[config.mk]
export PLATFORM = sky130hd
export DESIGN_NAME = lsu_port_arbiter
export DESIGN_NICKNAME = d
export VERILOG_FILES = /design/src/rtl/lsu_port_arbiter.sv
export SDC_FILE = /design/constraint.sdc
export NUM_CORES = 1
export LEC_CHECK = 0
export ABC_AREA = 1
export CAP_MARGIN = 25
export CORE_ASPECT_RATIO = 1.25
export CORE_MARGIN = 2
export CORE_UTILIZATION = 43
export DETAILED_ROUTE_END_ITERATION = 7
export PLACE_DENSITY = 0.85
export SLEW_MARGIN = 20
export SYNTH_ARGS = -nofsm -noshare
export SYNTH_HDL_FRONTEND = slang
export SYNTH_SLANG_ARGS = --single-unit
[constraint.sdc]
create_clock -name ls_i_clk -period 1.8 [get_ports ls_i_clk]
set_input_delay 0.18 -clock ls_i_clk [delete_from_list [all_inputs] [get_ports ls_i_clk]]
set_output_delay 0.18 -clock ls_i_clk [all_outputs]
set_load 0.01 [all_outputs]
[src/rtl/lsu_port_arbiter.sv]
// rtl/lsu_port_arbiter.sv - two-slot load/store port arbiter onto a single data-memory port
module lsu_port_arbiter #(
  parameter int AWIDTH       = 32,
  parameter int DWIDTH       = 32,
  parameter int TWIDTH       = 5,
  parameter int OPCODE_WIDTH = 4,
  parameter logic [OPCODE_WIDTH-1:0] OP_LOAD_BYTE          = 'h0,
  parameter logic [OPCODE_WIDTH-1:0] OP_LOAD_HALF          = 'h1,
  parameter logic [OPCODE_WIDTH-1:0] OP_LOAD_WORD          = 'h2,
  parameter logic [OPCODE_WIDTH-1:0] OP_LOAD_BYTE_UNSIGNED = 'h4,
  parameter logic [OPCODE_WIDTH-1:0] OP_LOAD_HALF_UNSIGNED = 'h5,
  parameter logic [OPCODE_WIDTH-1:0] OP_STORE_BYTE         = 'h8,
  parameter logic [OPCODE_WIDTH-1:0] OP_STORE_HALF         = 'h9,
  parameter logic [OPCODE_WIDTH-1:0] OP_STORE_WORD         = 'hA
) (
  input  logic                    ls_i_clk,
  input  logic                    ls_i_rst,
  input  logic                    ls_i_valid0,
  input  logic                    ls_i_valid1,
  output logic                    ls_o_ready0,
  output logic                    ls_o_ready1,
  input  logic [OPCODE_WIDTH-1:0] ls_i_opcode0,
  input  logic [OPCODE_WIDTH-1:0] ls_i_opcode1,
  input  logic [AWIDTH-1:0]       ls_i_addr0,
  input  logic [AWIDTH-1:0]       ls_i_addr1,
  input  logic [DWIDTH-1:0]       ls_i_wdata0,
  input  logic [DWIDTH-1:0]       ls_i_wdata1,
  input  logic [TWIDTH-1:0]       ls_i_tag0,
  input  logic [TWIDTH-1:0]       ls_i_tag1,
  output logic                    ls_o_mem_req,
  output logic                    ls_o_mem_we,
  output logic [AWIDTH-1:0]       ls_o_mem_addr,
  output logic [3:0]              ls_o_mem_be,
  output logic [DWIDTH-1:0]       ls_o_mem_wdata,
  input  logic                    ls_i_mem_ack,
  input  logic [DWIDTH-1:0]       ls_i_mem_rdata,
  output logic                    ls_o_resp_valid,
  output logic                    ls_o_resp_slot,
  output logic [TWIDTH-1:0]       ls_o_resp_tag,
  output logic [DWIDTH-1:0]       ls_o_resp_data,
  output logic                    ls_o_resp_err
);

  typedef enum logic [1:0] {
    S_IDLE = 2'd0,
    S_MEM  = 2'd1,
    S_RESP = 2'd2
  } state_t;

  localparam logic [1:0] SZ_BYTE = 2'd0;
  localparam logic [1:0] SZ_HALF = 2'd1;
  localparam logic [1:0] SZ_WORD = 2'd2;

  state_t state_q, state_d;
  logic   ptr_q;

  // request selection
  logic                    any_valid;
  logic                    grant_slot;
  logic                    accept;
  logic [OPCODE_WIDTH-1:0] sel_op;
  logic [AWIDTH-1:0]       sel_addr;
  logic [DWIDTH-1:0]       sel_wdata;
  logic [TWIDTH-1:0]       sel_tag;

  // opcode decode of the selected request
  logic       dec_load;
  logic       dec_store;
  logic       dec_unsigned;
  logic [1:0] dec_size;
  logic       dec_err;
  logic [1:0] sel_off;
  logic [3:0] sel_be;
  logic [DWIDTH-1:0] sel_wrep;

  // latched transaction
  logic              slot_q;
  logic [TWIDTH-1:0] tag_q;
  logic [AWIDTH-1:0] addr_q;
  logic [1:0]        off_q;
  logic [1:0]        size_q;
  logic              unsigned_q;
  logic              we_q;
  logic [3:0]        be_q;
  logic [DWIDTH-1:0] wdata_q;
  logic [DWIDTH-1:0] data_q;
  logic              err_q;

  // load extraction
  logic [DWIDTH-1:0] rd_shifted;
  logic [DWIDTH-1:0] rd_ext;

  // Round-robin grant: a lone requester wins outright, a tie goes to the pointer.
  always_comb begin
    any_valid = ls_i_valid0 | ls_i_valid1;
    if (ls_i_valid0 && !ls_i_valid1) begin
      grant_slot = 1'b0;
    end else if (ls_i_valid1 && !ls_i_valid0) begin
      grant_slot = 1'b1;
    end else begin
      grant_slot = ptr_q;
    end
    accept    = (state_q == S_IDLE) && !ls_i_rst && any_valid;
    sel_op    = grant_slot ? ls_i_opcode1 : ls_i_opcode0;
    sel_addr  = grant_slot ? ls_i_addr1   : ls_i_addr0;
    sel_wdata = grant_slot ? ls_i_wdata1  : ls_i_wdata0;
    sel_tag   = grant_slot ? ls_i_tag1    : ls_i_tag0;
  end

  // Decode the granted opcode and flag misaligned or unknown accesses.
  always_comb begin
    dec_load     = 1'b0;
    dec_store    = 1'b0;
    dec_unsigned = 1'b0;
    dec_size     = SZ_WORD;
    case (sel_op)
      OP_LOAD_BYTE:          begin dec_load  = 1'b1; dec_size = SZ_BYTE; end
      OP_LOAD_BYTE_UNSIGNED: begin dec_load  = 1'b1; dec_size = SZ_BYTE; dec_unsigned = 1'b1; end
      OP_LOAD_HALF:          begin dec_load  = 1'b1; dec_size = SZ_HALF; end
      OP_LOAD_HALF_UNSIGNED: begin dec_load  = 1'b1; dec_size = SZ_HALF; dec_unsigned = 1'b1; end
      OP_LOAD_WORD:          begin dec_load  = 1'b1; dec_size = SZ_WORD; end
      OP_STORE_BYTE:         begin dec_store = 1'b1; dec_size = SZ_BYTE; end
      OP_STORE_HALF:         begin dec_store = 1'b1; dec_size = SZ_HALF; end
      OP_STORE_WORD:         begin dec_store = 1'b1; dec_size = SZ_WORD; end
      default:               begin dec_load  = 1'b0; dec_store = 1'b0; end
    endcase
    sel_off = sel_addr[1:0];
    if (!dec_load && !dec_store) begin
      dec_err = 1'b1;
    end else if (dec_size == SZ_HALF) begin
      dec_err = sel_off[0];
    end else if (dec_size == SZ_WORD) begin
      dec_err = (sel_off != 2'b00);
    end else begin
      dec_err = 1'b0;
    end
  end

  // Store lane formation; loads present no byte enables and zero write data.
  always_comb begin
    sel_be   = 4'b0000;
    sel_wrep = '0;
    if (dec_store) begin
      case (dec_size)
        SZ_BYTE: begin sel_be = 4'b0001 << sel_off; sel_wrep = {4{sel_wdata[7:0]}};  end
        SZ_HALF: begin sel_be = 4'b0011 << sel_off; sel_wrep = {2{sel_wdata[15:0]}}; end
        default: begin sel_be = 4'b1111;            sel_wrep = sel_wdata;            end
      endcase
    end
  end

  // Shift the returned word down to the accessed lane and extend per opcode.
  always_comb begin
    rd_shifted = ls_i_mem_rdata >> {off_q, 3'b000};
    case (size_q)
      SZ_BYTE: rd_ext = unsigned_q ? {24'h0, rd_shifted[7:0]}
                                   : {{24{rd_shifted[7]}}, rd_shifted[7:0]};
      SZ_HALF: rd_ext = unsigned_q ? {16'h0, rd_shifted[15:0]}
                                   : {{16{rd_shifted[15]}}, rd_shifted[15:0]};
      default: rd_ext = rd_shifted;
    endcase
  end

  // State register; reset returns to IDLE and abandons any transaction in flight.
  always_ff @(posedge ls_i_clk) begin
    if (ls_i_rst) begin
      state_q <= S_IDLE;
    end else begin
      state_q <= state_d;
    end
  end

  // Next state: bad requests skip the memory and respond straight away.
  always_comb begin
    state_d = state_q;
    case (state_q)
      S_IDLE: begin
        if (accept) begin
          state_d = dec_err ? S_RESP : S_MEM;
        end
      end
      S_MEM: begin
        if (ls_i_mem_ack) begin
          state_d = S_RESP;
        end
      end
      S_RESP:  state_d = S_IDLE;
      default: state_d = S_IDLE;
    endcase
  end

  // Outputs: memory side is live only in MEM, response side only in RESP.
  always_comb begin
    ls_o_ready0     = accept && !grant_slot;
    ls_o_ready1     = accept &&  grant_slot;
    ls_o_mem_req    = (state_q == S_MEM);
    ls_o_mem_we     = 1'b0;
    ls_o_mem_addr   = '0;
    ls_o_mem_be     = 4'b0000;
    ls_o_mem_wdata  = '0;
    ls_o_resp_valid = (state_q == S_RESP);
    ls_o_resp_slot  = 1'b0;
    ls_o_resp_tag   = '0;
    ls_o_resp_data  = '0;
    ls_o_resp_err   = 1'b0;
    if (state_q == S_MEM) begin
      ls_o_mem_we    = we_q;
      ls_o_mem_addr  = addr_q;
      ls_o_mem_be    = be_q;
      ls_o_mem_wdata = wdata_q;
    end
    if (state_q == S_RESP) begin
      ls_o_resp_slot = slot_q;
      ls_o_resp_tag  = tag_q;
      ls_o_resp_data = data_q;
      ls_o_resp_err  = err_q;
    end
  end

  // Transaction registers: latch on accept, capture load data on ack.
  always_ff @(posedge ls_i_clk) begin
    if (ls_i_rst) begin
      ptr_q      <= 1'b0;
      slot_q     <= 1'b0;
      tag_q      <= '0;
      addr_q     <= '0;
      off_q      <= 2'b00;
      size_q     <= SZ_BYTE;
      unsigned_q <= 1'b0;
      we_q       <= 1'b0;
      be_q       <= 4'b0000;
      wdata_q    <= '0;
      data_q     <= '0;
      err_q      <= 1'b0;
    end else begin
      if (accept) begin
        ptr_q      <= ~grant_slot;
        slot_q     <= grant_slot;
        tag_q      <= sel_tag;
        addr_q     <= {sel_addr[AWIDTH-1:2], 2'b00};
        off_q      <= sel_off;
        size_q     <= dec_size;
        unsigned_q <= dec_unsigned;
        we_q       <= dec_store;
        be_q       <= sel_be;
        wdata_q    <= sel_wrep;
        data_q     <= '0;
        err_q      <= dec_err;
      end
      if ((state_q == S_MEM) && ls_i_mem_ack) begin
        data_q <= we_q ? '0 : rd_ext;
      end
    end
  end

endmodule

==> results.sh <==
export IMPL_dp_cells=1629
export IMPL_power_leakage_nw=4.43
export IMPL_crit_path_max_incr_delay_ns=0.32
export IMPL_maxSlewHeadroom_pct=60.5
export IMPL_grt_start_max_net_pins=60
export IMPL_period_minus_slack_ns=1.83
export IMPL_synth_simple_gate_area_share_pct=39.2
export IMPL_finalHoldViolations=0
export IMPL_timing_final_setup_violations=7
export IMPL_synth_yosys_seq_area_share_pct=33.7
export IMPL_fin_worst_skew_ns=0.00592
export IMPL_multi_input_area_um2=4010
export IMPL_diodes=0
export IMPL_crit_path_max_fanout=8
export IMPL_synthToLayoutAreaGrowth_pct=62.7
export IMPL_powerDensity_nw_per_um2=790
export IMPL_drv_slew=0
export IMPL_synth_top_family_by_area="simple AND/OR/NAND/NOR gates"
export IMPL_ys_ff_latch=114
export IMPL_outcome="finished with violations"
export IMPL_design_die_area_um2=16800
export IMPL_min_period_over_period_pct=102
export IMPL_synth_compound_area_share_pct=12.8
export IMPL_floorplan_io_pins=295
export IMPL_worst_path_dominant_cell_family="simple AND/OR/NAND/NOR gates"
export IMPL_grt_overflow_total=0
export IMPL_hold_class="input pin to register"
export IMPL_rr_worst_depth=12
export IMPL_grt_pass1_vias=7882
export IMPL_timing_setup_critical_path_class="register to register"
export IMPL_drt_first_iter_violations=826
export IMPL_synth_adder_area_share_pct=0
export IMPL_category_of_the_worst_setup_path_launch_point="register"
export IMPL_crit_required_ns=2.13
export IMPL_fp_dieW_um=116
export IMPL_count_of_filler_cells_inserted_in_the_layout=1288
export IMPL_wire_length_of_the_first_global_routing_pass_mm=38.1
export IMPL_syn_cell_area_um2=6780
export IMPL_place_area_um2=10200
export IMPL_timing_final_ws_setup_ns=-0.0318
export IMPL_route_detailed_wl_per_inst_um=16.5
export IMPL_syn_inst=1128
export IMPL_yosysWarningCount=0
export IMPL_cts_sinks=114
export IMPL_peak_clock_frequency_supported_by_timing_mhz=546
export IMPL_fin_area_um2=11000
export IMPL_mean_area_per_synthesized_cell_um2=6.01
export IMPL_cts_reportedPaths_clkPinSlew_ns=0.05
export IMPL_timing_critical_path_buf_inv=3
export IMPL_htree_levels=4
export IMPL_dp_hpwl_mm=18.9
export IMPL_drcViolationCount=0
export IMPL_floorplan_die_height_um=144
export IMPL_rsz_0062_raised_after_global_routing="yes"
export IMPL_critical_path_arrival_ns=2.16
export IMPL_timing_critical_path_to_type="register"
export IMPL_final_cells=1674
export IMPL_drt_pre_antenna_iters=6
export IMPL_finalSetupTns_ns=-0.0936
export IMPL_regArea_um2=2290
export IMPL_initial_core_util_pct=43.7
export IMPL_peakVddDrop_mv=0.566
export IMPL_share_of_the_core_filled_with_cells_in_the_final_layout_pct=71.1
export IMPL_buffer_ports_inserted=292
export IMPL_via_count=8824
export IMPL_drt_vias_per_instance=5.27
export IMPL_violations="negative setup slack"
export IMPL_worst_path_stages=12
export IMPL_library_cells_used_by_synthesis=32
export IMPL_worst_pin_slew_ns=0.592
export IMPL_clock_tree_from_tritoncts="done"
export IMPL_synthXorXnorAreaFrac_pct=0
export IMPL_clkLatencyLatePin_ns=0.41
export IMPL_drt_antenna_violating_nets=0
export IMPL_cts_root_buf="sky130_fd_sc_hd__clkbuf_16"
export IMPL_fp_row_count=51
export IMPL_drive_gt1_share_pct=22.1
export IMPL_cts_made_buffers=17
export IMPL_cts_root_to_sink_buffers=2
export IMPL_hold_path_cell_count=4
export IMPL_global_route_usage_sum_pct=29.3
export IMPL_gp_congestion=0.981
export IMPL_crit_chain="nand2_2 -> nand2_4 -> nand2_4 -> buf_12 -> nand2_1 -> buf_4 -> nand3_1 -> nand3_4 -> buf_12 -> nor2_2 -> nand2_1 -> a21oi_1"
export IMPL_antenna_violations_before_repair=0
export IMPL_yosys_mux_area_fraction_pct=1.03
export IMPL_critical_path_slowest_cell="sky130_fd_sc_hd__dfxtp_2"
export IMPL_maxCapViolations=0
export IMPL_design_final_nets=1635
export IMPL_design_core_area_um2=15500
export IMPL_route_final_wire_length_mm=27.5
routing by layer:
metal | global-route usage, % | wire, um | up-vias
met1 | 32.0 | 9740 | 3991
met4 | 16.9 | 1580 | 0
met3 | 6.71 | 2250 | 124
li1 | - | - | 4193
met5 | 0 | 0 | -
met2 | 51.6 | 14000 | 516
area by class of cell:
| class | instances | share of cell area [%] |
|---|---|---|
| inverters | 131 | 4.70 |
| well taps | 212 | 2.41 |
| flip-flops and latches | 114 | 20.7 |
| repair inverters | 1 | 0.0567 |
| multi-input cells | 804 | 36.3 |
| clock inverters | 8 | 0.363 |
| clock buffers | 21 | 4.18 |
| repair buffers | 383 | 31.2 |
logic make-up after synthesis:
| kind of cell | after synthesis |
|---|---|
| multiplexers | 7 |
| flip-flops | 114 |
| buffers and inverters | 211 |
| AO/OA/AOI/OAI | 161 |
| AND/OR/NAND/NOR | 634 |
| other | 1 |
timing repair:
action / in CTS / in global routing
setup buffers: 0 / 10
cloned: 0 / 6
hold buffers: 0 / 0
gates resized for setup: 235 / 226
endpoints found under the hold margin: 0 / 0
pin swaps: 0 / 35
endpoints found under the setup margin: 142 / 180
worst paths after layout:
path / startpoint / endpoint / slack, ns
min: ls_i_rst / unsigned_q / 0.1
max reg2reg: ptr_q / wdata_q[28] / -0.03
min reg2reg: wdata_q[0] / wdata_q[0] / 0.46
max: ptr_q / wdata_q[28] / -0.03
flip-flops by register name (all words and copies together), names as in the netlist:
name,flops
ptr_q,1
off_q,2
we_q,1
state_q,2
wdata_q,32
tag_q,5
err_q,1
data_q,32
addr_q,30
size_q,2
be_q,4
slot_q,1
unsigned_q,1
synthesized netlist by cell type (all sizes together):
cell type  number  area, um2
nand2         370       1420
nor2          135        524
inv           129        484
nand3         126        673
dfxtp         114       2280
a21oi          97        493
buf            42        259
clkbuf         38        143
a31oi          35        219
o21ai          25        125
mux2i           7       70.1
a211oi          2       15.0
clkinv          2       8.75
nand3b          2       31.3
a22oi           1       7.51
conb            1       3.75
nand4           1       6.26
o2bb2ai         1       8.76
through the flow:
step                      hold slack [ns]  total power, mW  setup slack (ns)
after floorplan                     0.338             4.29             0.301
after global placement              0.451             5.36            -0.529
after detailed placement            0.455             5.41            -0.603
after CTS                          0.0883             8.36          0.000395
after global routing                0.125             9.10            -0.128
final                              0.0992             8.71           -0.0318
tightest hold or removal path: cells and delay by family:
family                 cells  cell delay [ns]
AO/OA/AOI/OAI              2             0.12
buffers and inverters      2             0.16
report_power, final:
group          total (mW)  switching [mW]  leakage (nW)  internal, mW
combinational        2.95            1.69          3.24          1.26
clock                2.94            1.16         0.258          1.78
sequential           2.82           0.113         0.928          2.71
layout by cell type, fill, tap and decap left out, types with 35 or more instances in the layout:
cell	synthesis	routed
sky130_fd_sc_hd__nand2_1	361	347
sky130_fd_sc_hd__clkdlybuf4s50_1	0	181
sky130_fd_sc_hd__inv_1	123	119
sky130_fd_sc_hd__nand3_1	122	113
sky130_fd_sc_hd__dfxtp_1	114	111
sky130_fd_sc_hd__nor2_1	132	100
sky130_fd_sc_hd__a21oi_1	95	77
sky130_fd_sc_hd__buf_4	6	64
sky130_fd_sc_hd__clkbuf_2	0	64
sky130_fd_sc_hd__a31oi_1	35	35
Note: power is estimated with default switching activity, not from simulation.
